`src/rtl/tmds_pkg.sv`:
```
// Shared TMDS definitions: control tokens, receiver alignment states and the
// decoded-word record produced by the word decoder.
package tmds_pkg;

  typedef enum logic {
    SEARCH = 1'b0,
    LOCKED = 1'b1
  } rx_state_e;

  // Index is the control code {c1,c0}; values are q[9:0] as sent on the wire.
  localparam logic [9:0] CTL_TOKEN [0:3] = '{
    10'b1101010100,
    10'b0010101011,
    10'b0101010100,
    10'b1010101011
  };

  typedef struct packed {
    logic       is_ctrl;
    logic [1:0] ctrl;
    logic [7:0] data;
  } tmds_word_t;

endpackage

```
`src/rtl/tmds_word_decode.sv`:
```
// Combinational 10b -> 8b/2b TMDS word decoder: control tokens map to their
// code, everything else is undone through the inversion and XOR/XNOR stages.
module tmds_word_decode
  import tmds_pkg::*;
(
  input  logic [9:0] q,
  output tmds_word_t word
);

  logic [7:0] d;

  // NOTE: every output of a combinational block gets a default on entry so no
  // path through the block can leave a value held, which would infer a latch.
  always_comb begin
    word = '0;
    d    = q[9] ? ~q[7:0] : q[7:0];
    word.data[0] = d[0];
    for (int i = 1; i < 8; i++) begin
      word.data[i] = q[8] ? (d[i] ^ d[i-1]) : ~(d[i] ^ d[i-1]);
    end
    for (int t = 0; t < 4; t++) begin
      if (q == CTL_TOKEN[t]) begin
        word.is_ctrl = 1'b1;
        word.ctrl    = 2'(t);
      end
    end
  end

endmodule

```
`src/rtl/tmds_rx_decoder.sv`:
```
// TMDS receive decoder: deserialises one LSB-first channel, acquires word
// alignment from runs of control tokens and emits decoded words while locked.
module tmds_rx_decoder
  import tmds_pkg::*;
#(
  parameter int LOCK_COUNT   = 4,
  parameter int UNLOCK_COUNT = 4,
  parameter int ERR_W        = 16
) (
  input  logic             sys_clk,
  input  logic             sys_rst,
  input  logic             bit_valid,
  input  logic             serial_bit,
  output logic             word_valid,
  output logic             de,
  output logic [7:0]       data_out,
  output logic [1:0]       ctrl,
  output logic             locked,
  output logic [ERR_W-1:0] err_cnt
);

  localparam int RUN_W  = $clog2(LOCK_COUNT + 1);
  localparam int MISS_W = $clog2(UNLOCK_COUNT + 1);
  localparam logic [RUN_W-1:0]  RUN_LOCK  = RUN_W'(LOCK_COUNT);
  localparam logic [MISS_W-1:0] MISS_DROP = MISS_W'(UNLOCK_COUNT);

  rx_state_e         state, state_next;
  logic [9:0]        sr, sr_next;
  logic [3:0]        phase;
  logic [RUN_W-1:0]  run, run_step;
  logic [MISS_W-1:0] miss, miss_step;
  tmds_word_t        word;
  logic              tok_hit, at_word_end, lock_now, unlock_now;
  logic              emit, err_inc;

  assign sr_next = {serial_bit, sr[9:1]};

  tmds_word_decode u_decode (
    .q    (sr_next),
    .word (word)
  );

  assign tok_hit     = bit_valid && word.is_ctrl;
  assign at_word_end = bit_valid && (phase == 4'd9);

  // A token extends the run only if the previous boundary, 10 bits back, was a token too.
  assign run_step   = (at_word_end && (run != '0)) ? run + 1'b1 : RUN_W'(1);
  assign miss_step  = miss + 1'b1;
  assign lock_now   = (state == SEARCH) && tok_hit && (run_step == RUN_LOCK);
  assign unlock_now = (state == LOCKED) && tok_hit && !at_word_end && (miss_step == MISS_DROP);

  // NOTE: clocked state uses non-blocking assignments so every register samples
  // pre-edge values, independent of the order the always_ff blocks execute in.
  always_ff @(posedge sys_clk) begin
    if (sys_rst) state <= SEARCH;
    else         state <= state_next;
  end

  always_comb begin
    state_next = state;
    case (state)
      SEARCH:  if (lock_now)   state_next = LOCKED;
      LOCKED:  if (unlock_now) state_next = SEARCH;
      default: state_next = SEARCH;
    endcase
  end

  always_comb begin
    emit    = 1'b0;
    err_inc = 1'b0;
    case (state)
      SEARCH: emit = lock_now;
      LOCKED: begin
        emit    = at_word_end;
        err_inc = tok_hit && !at_word_end;
      end
      default: ;
    endcase
  end

  assign locked = (state == LOCKED);

  always_ff @(posedge sys_clk) begin
    if (sys_rst) begin
      sr      <= '0;
      phase   <= '0;
      run     <= '0;
      miss    <= '0;
      err_cnt <= '0;
    end else if (bit_valid) begin
      sr    <= sr_next;
      // While searching, any token forces a word boundary right after it.
      phase <= ((state == SEARCH && tok_hit) || phase == 4'd9) ? 4'd0 : phase + 4'd1;

      if (state == SEARCH) begin
        if (tok_hit)          run <= run_step;
        else if (at_word_end) run <= '0;
      end else if (unlock_now) begin
        run  <= '0;
        miss <= '0;
      end else if (at_word_end && tok_hit) begin
        miss <= '0;
      end else if (err_inc) begin
        miss <= miss_step;
      end

      if (err_inc && (err_cnt != '1)) err_cnt <= err_cnt + 1'b1;
    end
  end

  always_ff @(posedge sys_clk) begin
    if (sys_rst) begin
      word_valid <= 1'b0;
      de         <= 1'b0;
      data_out   <= '0;
      ctrl       <= '0;
    end else begin
      word_valid <= emit;
      if (emit) begin
        de <= !word.is_ctrl;
        if (word.is_ctrl) ctrl     <= word.ctrl;
        else              data_out <= word.data;
      end
    end
  end

endmodule

```
`config.mk`:
```
export PLATFORM = sky130hd
export DESIGN_NAME = tmds_rx_decoder
export DESIGN_NICKNAME = d
export VERILOG_FILES = /design/src/rtl/tmds_pkg.sv /design/src/rtl/tmds_word_decode.sv /design/src/rtl/tmds_rx_decoder.sv
export SDC_FILE = /design/constraint.sdc
export NUM_CORES = 1
export LEC_CHECK = 0
export BUFFER_PORTS_ARGS = -buffer_cell sky130_fd_sc_hd__buf_2
export CAP_MARGIN = 30
export CORE_MARGIN = 10
export CORE_UTILIZATION = 35
export CTS_BUF_LIST = sky130_fd_sc_hd__clkbuf_8 sky130_fd_sc_hd__clkbuf_16
export DETAILED_ROUTE_END_ITERATION = 6
export PLACE_DENSITY = 0.64
export RECOVER_POWER = 25
export SYNTH_ARGS = -nofsm -noshare
export SYNTH_HDL_FRONTEND = slang
export SYNTH_SLANG_ARGS = --single-unit
```
`constraint.sdc`:
```
create_clock -name sys_clk -period 3.8 [get_ports sys_clk]
set_input_delay 0.95 -clock sys_clk [delete_from_list [all_inputs] [get_ports sys_clk]]
set_output_delay 0.95 -clock sys_clk [all_outputs]
set_load 0.02 [all_outputs]
```
After elaboration in Yosys (flattened, before gate mapping)
Index checks and enable logic that the tools add are counted.
{ "word_totals": {"romBits": 0, "latch_bits": 0, "ff_bits": 49, "out_inout_bits": 29, "ramBits": 0, "n_memories": 0, "inputBits": 4, "word_cells": 88} }
{ "classes": {"eq_ne": 9, "div": 0, "shift": 0, "mux": 26, "n_lt_le_gt_ge": 0, "addsub": 4, "bitwise": 17, "n_reduce_logical": 22, "n_mul": 0} }
{ "ops": {"columns": ["op", "count"], "rows": [
  ["3-bit two-way mux", 12],
  ["10-bit equality test (second input constant)", 2],
  ["16-bit by 1-bit adder with 16-bit output (second input constant)", 1],
  ["16-bit != test (second input constant)", 1],
  ["1-bit logical AND", 11],
  ["10-bit by 8-bit equality test with 1-bit output (second input constant)", 1],
  ["10-bit by 9-bit equality test with 1-bit output (second input constant)", 1],
  ["1-bit two-way mux", 10],
  ["1-bit NOT", 9],
  ["3-bit nonzero test", 3],
  ["8-bit two-way mux", 1],
  ["8-bit NOT", 1],
  ["1-bit bitwise XOR", 7],
  ["3-bit by 1-bit adder with 3-bit output (second input constant)", 2],
  ["3-bit equality test (second input constant)", 2],
  ["2-bit AND reduction", 3],
  ["3-bit AND reduction", 2],
  ["4-bit by 1-bit adder with 4-bit output (second input constant)", 1],
  ["4-bit equality test (second input constant)", 1],
  ["4-bit two-way mux", 1],
  ["1-bit one-hot mux with 2 select lines", 2],
  ["1-bit zero test", 2],
  ["2-bit by 1-bit != test with 1-bit output (second input constant)", 1],
  ["1-bit logical OR", 1]
]} }

Logic depth before layout (Yosys ltp)
Gate-level depths: netlist of the first run.
{ "logic_depth": {"depth_word": 11, "mapped_depth": 10, "mapped_depth_nobuf": 7} }

Hierarchy
A second synthesis of the first run with hierarchy kept.
{ "hier_totals": {"cells_unflattened": 290, "area_unflattened_um2": 2638.8} }
{ "by_module_without_submodules": {"columns": ["module", "n_inst", "seq_area_each_um2", "area_per_inst_um2", "cells_each"], "rows": [
  ["tmds_rx_decoder", 1, 960.9, 2404.8, 264],
  ["tmds_word_decode", 1, 0.0, 234.0, 26]
]} }

Least setup slack after synthesis of the first run
Ideal clock, no wire load.
{ "synth_timing": {"kind": "in2reg", "from": "input bit_valid", "to": "register err_cnt[9]", "required_time_ns": 3.721, "slack_ns": 1.404, "setup_time_ns": 0.079, "path_buffers": 1, "cell_stages": 6, "arrival_ns": 2.316, "cell_sequence": "clkbuf_1 -> nand2_1 -> or4_4 -> a21oi_4 -> a41oi_1 -> a211oi_2"} }
{ "synth_between": {"elab_chain_len": 6, "word_cells_on_any_way": 7, "classes_between": "1 x mux; 6 x reduce/logical"} }
{ "synth_lines": {"columns": ["item", "line_no", "text"], "rows": [
  ["start, declared", "tmds_rx_decoder.sv:12", "input logic bit_valid,"],
  ["1-bit logical AND", "tmds_rx_decoder.sv:44", "assign at_word_end = bit_valid && (phase == 4'd9);"],
  ["1-bit zero test", "tmds_rx_decoder.sv:75", "err_inc = tok_hit && !at_word_end;"],
  ["1-bit logical AND", "tmds_rx_decoder.sv:75", null],
  ["1-bit two-way mux", "tmds_rx_decoder.sv:71", "case (state)"],
  ["1-bit logical AND", "tmds_rx_decoder.sv:107", "if (err_inc && (err_cnt != '1)) err_cnt <= err_cnt + 1'b1;"],
  ["2-bit AND reduction (no source line) (*)", null, null],
  ["end signal, assigned", "tmds_rx_decoder.sv:107", null],
  ["end, declared", "tmds_rx_decoder.sv:19", "output logic [ERR_W-1:0] err_cnt"]
]} }
Mark *: on every way between the ends. The rest lies on a longest branch, timed or not.
A chain may end at the register's enable or synchronous reset.

==> metrics, run 1 <==
Pwr Density 337 nW/µm²; P&R area growth vs syn 12.3%; min-delay src de; CTS tree yes; slew at the pin with the worst max-slew slack about 2.2 ns; top cell type's share of synthesized area between 30% and 40%; Syn Inst Count 285; critical path arrival approximately 3.1 ns; post-CTS resize count 0; fin. max-slew vios 51; maxcap violations 1; initial antenna violation count 0; Vert. Die Dim around 110 µm; status finished, violations left; Max-slew headroom -45.2%; CTS sink count 48; R2R Path Start phase[0]; Ys Warns 0; met1 WL approximately 2.7 mm; number of global-route vias before repair about 2.0k; Port Buffers 32; met3 routed WL slightly above 300 µm; width of the die about 110 µm; final worst-path cycle share approximately 77%; post-CTS setup buffers 0; RSZ-0062 raised after global routing false; syn avg cell area about 8.9 µm²; Synth cell types a little over 60; final net count about 320; Synth area leader dfxtp_1; hold crit path type register to register; via/cell ratio 5.26; WL/cell about 14 µm; maximum fanout along the worst path 50; largest net degree at the start of global routing 51; setup TNS 0 ns; f_max approximately 340 MHz; share of layout cells above drive strength 1 14.2%; Worst setup EP type register; #FFs+latches synth 48; Hold-fix buffers, CTS 0; Num CTS Buffers 5; H-tree depth 2; Detailed Routing Iterations Pass 1 4; mapped cell area about 2500 µm²; cell area after layout roughly 2900 µm²; failing checks max-capacitance violations, max-slew violations; Hold Vio Cnt, Final 0; Lkg Pwr 0.00104 µW; Initial Util 35.5%; most common cell in the synthesized netlist dfxtp_1; Final GP Congestion 0.826; DRC errors left 0; dpl hpwl between 4 and 5 mm; placed cell area 2750 µm²; post-synthesis sequential area ratio between 30% and 40%; total core area approximately 7200 µm²; Min Clock Period, post-route about 2.9 ns; root buf cell clkbuf_8; Longest Clk Path Bufs 2; die area between 10000 and 15000 µm²; GRT overflow 0; total wire length 5.66 mm; clock-pin slew on the worst setup and hold paths 0.09 ns; Critical Path RT around 4.0 ns; top_reg_cell synth dfxtp_1; overall via count from detail_route approximately 2.2k; Worst Setup SP sys_rst; Routed Antenna Nets 0; # IOs 33; worst skew pair latency 0.32 ns; first-pass GRT wire length roughly 9.7 mm; DR WL met2 2.63 mm; asr flop ratio synth 0%; Rows 31; DR iter-0 viols 94; Mapped Nets ~300; crit start category input port; Setup CP Type input port to register; Max Used Layer met4; GRT Util Overall 10.2%; clk_skew 0.00758 ns; EDFF count, synth 0; top post-synthesis cells by count dfxtp_1, nor2_1, a21oi_1; VDD IR max between 0.1 and 0.15 mV; Synth area leaders dfxtp_1, nor2_1, ha_1; Ant. Diodes 0; final setup vio count 0
## sequential cells by signal (all words and copies together), names as in the netlist
| signal | flops |
|---|---|
| word_valid | 1 |
| miss | 3 |
| phase | 4 |
| run | 3 |
| ctrl | 2 |
| err_cnt | 16 |
| sr | 9 |
| de | 1 |
| data_out | 8 |
| locked | 1 |
## placed cells by master, fill, tap and decap left out, types with 2 or more instances in the layout
cell type	instances
dfxtp_1	48
nor2_1	34
buf_2	21
a21oi_1	18
nand2_1	17
inv_1	11
mux2i_1	11
a211oi_1	11
clkbuf_1	11
xnor2_1	9
ha_1	9
o21ai_0	8
nor2b_1	7
nand3_1	7
clkbuf_8	7
or4_1	6
nand4_1	5
o31ai_1	5
nand2b_1	4
a31oi_1	4
or3_1	3
nor4_1	3
xor2_1	3
and2_1	2
and4_1	2
nand4b_1	2
a41o_1	2
nor3_1	2
nor3b_1	2
a41oi_1	2
mux2_1	2
or3b_2	2
o2bb2ai_1	2
buf_4	2
## critical path, stage by stage
cell,delay (ns)
clkbuf_1,1.53
a31oi_1,0.29
a22o_1,0.35
## routing by layer
layer  global-route usage (%)  vias to the layer above
li1                         -                     1087
met1                     13.0                     1011
met2                     16.1                       46
met3                     3.41                        7
met4                     3.24                        0
met5                        0                        -
## metrics by stage
| step | total power, µW | setup WS (ns) | instances | util (%) | hold WS [ns] |
|---|---|---|---|---|---|
| after global placement | 559 | 1.28 | 400 | 38.2 | 0.449 |
| after global routing | 992 | 0.635 | 409 | 39.9 | 0.505 |
| after CTS | 972 | 1.45 | 409 | 40.1 | 0.480 |
| after floorplan | 551 | 1.40 | 285 | - | 0.445 |
| final | 965 | 0.885 | 409 | 39.9 | 0.474 |
| after detailed placement | 559 | 1.24 | 401 | 38.3 | 0.456 |
## area by class of cell
class,instances,area (µm²)
clock buffers,7,96.3
clock inverters,1,30.0
fillers,730,4310
inverters,11,41.3
multi-input cells,209,1450
flip-flops and latches,48,961
well taps,99,124
repair buffers,34,161
## report_power, final
part | switching, µW | total [µW] | internal (µW)
Clock | 185 | 418 | 232
Combinational | 22.1 | 36.8 | 14.6
Sequential | 4.92 | 510 | 505
Total | 212 | 965 | 753
## cells by family after synthesis
kind of cell             after synthesis  synth area share, %
AO/OA/AOI/OAI                         65                 17.9
buffers and inverters                 28                 5.45
flip-flops                            48                 37.7
XOR/XNOR                              12                 4.12
AND/OR/NAND/NOR                      109                 24.8
multiplexers                          14                 5.65
adder cells (fa/ha/maj)                9                 4.42
## final timing paths
path	end	slack, ns	cells after the start
worst max register to register	data_out[1]	1.46	6
worst min register to register	de	0.47	1
worst max-delay path	run[1]	0.89	3
worst min-delay path	de	0.47	1
(Power assumes the default switching activity.)
==> run 2: changes to the inputs <==
--- a/config.mk
+++ b/config.mk
@@ -11,7 +11,7 @@
 export CORE_UTILIZATION = 35
 export CTS_BUF_LIST = sky130_fd_sc_hd__clkbuf_8 sky130_fd_sc_hd__clkbuf_16
 export DETAILED_ROUTE_END_ITERATION = 6
-export PLACE_DENSITY = 0.64
+export PLACE_DENSITY = 0.66
 export RECOVER_POWER = 25
 export SYNTH_ARGS = -nofsm -noshare
 export SYNTH_HDL_FRONTEND = slang
==> constraint.sdc (replaced) <==
create_clock -name sys_clk -period 2.4 [get_ports sys_clk]
set_input_delay 0.6 -clock sys_clk [delete_from_list [all_inputs] [get_ports sys_clk]]
set_output_delay 0.6 -clock sys_clk [all_outputs]
set_load 0.02 [all_outputs]
==> run 2 against run 1 <==
  * Die area stayed put
  * Clock-buffer cell count is 2 lower
  * Setup slack worse by 0.67 ns
  * Critical path type is now register to register
  * The run now ends clean
==> metrics, run 2 (same netlist as run 1, synthesis figures left out) <==
status finished clean; slowest CP cell or4_4; H-tree depth 2 (unchanged); setup TNS 0 ns (unchanged); total wire length 5.62 mm (-0.69%); Lkg Pwr 0.00106 µW (+2.4%); DR WL met2 2.61 mm (-0.49%); slew at the pin with the worst max-slew slack 0.915 ns (-1.26 ns); Regs by FF count err_cnt (16), sr (9), data_out (8); via/cell ratio 5.19 (-1.4%); maxcap violations 0 (-1); worst reg2reg setup slack 0.21 ns (-1.25 ns); internal power 1130 µW (+50%); GRT overflow 0 (unchanged); Longest Clk Path Bufs 2 (unchanged); R2R Path Start phase[1]; final net count 328 (+1.9%); DRC errors left 0 (unchanged); placed cell area 2800 µm² (+1.6%); Initial Util 35.5% (unchanged); Ant. Diodes 0 (unchanged); Hold-fix buffers, CTS 0 (unchanged); Worst setup EP type register; Vert. Die Dim 105 µm (unchanged); die area 11100 µm² (unchanged); Worst Hold Endpoint ctrl[0]; Biggest register err_cnt; Worst R2R Path Depth 7 (+1); Max Used Layer met4; CTS sink count 48 (unchanged); highest-count cells in the layout ignoring fill and taps dfxtp_1, nor2_1, buf_2, a21oi_1, nand2_1; largest net degree at the start of global routing 25 (-51%); Max-slew headroom 39.0% (+84 points); Setup CP Type register to register; CP cell instances inv_1, ha_1, and3b_1, or4_4, a21oi_4, a41oi_1, a211oi_2; hold depth 1 (unchanged); Critical Path RT 2.63 ns (-1.38 ns); Routed Antenna Nets 0 (unchanged); clock-pin slew on the worst setup and hold paths 0.09 ns (about the same); Seq pwr share 55.9% (+3.0 points); final worst-path cycle share between 90% and 100%; crit start category register; clock network fraction of design power 39.7% (-3.6 points); met1 WL 2.71 mm (+1.9%); # IOs 33 (unchanged); Port Buffers 32 (unchanged); width of the die 105 µm (unchanged); VDD IR max 0.198 mV (+72%); Num CTS Buffers 5 (unchanged); NetSw 314 µW (+48%); RSZ-0062 raised after global routing false; Min Clock Period, post-route between 2 and 2.5 ns; Hold Vio Cnt, Final 0 (unchanged); worst skew pair latency 0.30 ns (-0.02 ns); Pwr Density 501 nW/µm² (+49%); maximum fanout along the worst path 8 (-84%); f_max 458 MHz; Rows 31 (unchanged); cell area after layout 2880 µm² (+0.74%); Final GP Congestion 0.859 (+4.0%); first-pass GRT wire length 9.58 mm (-1.1%); CP peak stage delay 0.58 ns (-0.95 ns); initial antenna violation count 0 (unchanged); Worst R2R End err_cnt[9]; post-CTS resize count 0 (unchanged); max reg flops 16 (unchanged); root buf cell clkbuf_8; clk_skew 0.00325 ns (-0.00434 ns); P&R area growth vs syn 13.2%; final setup vio count 0 (unchanged); Sw Ratio 21.7% (-0.26 points); fin. max-slew vios 0 (-100%); Detailed Routing Iterations Pass 1 4 (unchanged); number of global-route vias before repair 2042 (+1.2%); dpl hpwl 4.12 mm (+2.8%); critical path arrival 2.41 ns (-0.72 ns); WL/cell 13.5 µm (-2.1%); most common cell after layout, fill and taps aside dfxtp_1; total core area 7180 µm² (unchanged); met3 routed WL 255 µm (-17%); min-delay src ctrl[0]; combinational share of power 4.4% (+0.6 points); GRT Util Overall 10.0% (-0.25 points); CTS tree yes; hold crit path type register to register; post-CTS setup buffers 0 (unchanged); share of layout cells above drive strength 1 15.5% (+1.3 points); DR iter-0 viols 90 (-4.3%); overall via count from detail_route 2152 (+0.046%)
[run 2: layer usage]
metal / vias up / GRT usage (%)
li1: 1097 / -
met1: 1010 / 12.4
met2: 41 / 16.4
met3: 4 / 3.47
met4: 0 / 2.06
met5: - / 0
[run 2: worst max path at each step]
stage | cells after the start | endpoint | from
floorplan | 6 | err_cnt[9] | bit_valid
global placement | 7 | err_cnt[9] | phase[1]
detailed placement | 7 | err_cnt[9] | phase[1]
CTS | 7 | err_cnt[9] | phase[1]
global route | 7 | err_cnt[9] | phase[1]
finish | 7 | err_cnt[9] | phase[1]
[run 2: area by class of cell]
type | instances | area, µm²
fillers | 727 | 4290
multi-input cells | 209 | 1450
flip-flops and latches | 48 | 961
repair buffers | 40 | 201
well taps | 99 | 124
clock buffers | 5 | 68.8
inverters | 11 | 41.3
clock inverters | 3 | 38.8
[run 2: through the flow]
step	hold slack, ns	power [µW]	setup slack (ns)	cells	util (%)
after floorplan	0.445	873	0.354	285	-
after global placement	0.447	889	0.319	407	39.0
after CTS	0.473	1460	0.231	415	40.5
after detailed placement	0.449	891	0.251	407	39.0
final	0.469	1440	0.215	415	40.2
after global routing	0.490	1500	0.0670	415	40.2
[run 2: critical path: cells and delay by family, from the launching register on]
family / cells / cell delay [ns]
and+or+nand+nor: 2 / 0.85
AOI/OAI and AO/OA: 3 / 0.61
DFF: 1 / 0.38
adders and majority gates: 1 / 0.20
buffers and inverters: 1 / 0.08
[run 2: power groups by stage]
| stage | clock network (µW) | logic [µW] | registers, µW |
|---|---|---|---|
| 6_report | 574 | 63.4 | 807 |
| 5_1_grt | 619 | 70.0 | 808 |
| 4_1_cts | 590 | 64.7 | 807 |
| 3_5_place_dp | 0 | 64.6 | 826 |
| 3_3_place_gp | 0 | 63.6 | 825 |
| 2_1_floorplan | 0 | 50.9 | 822 |
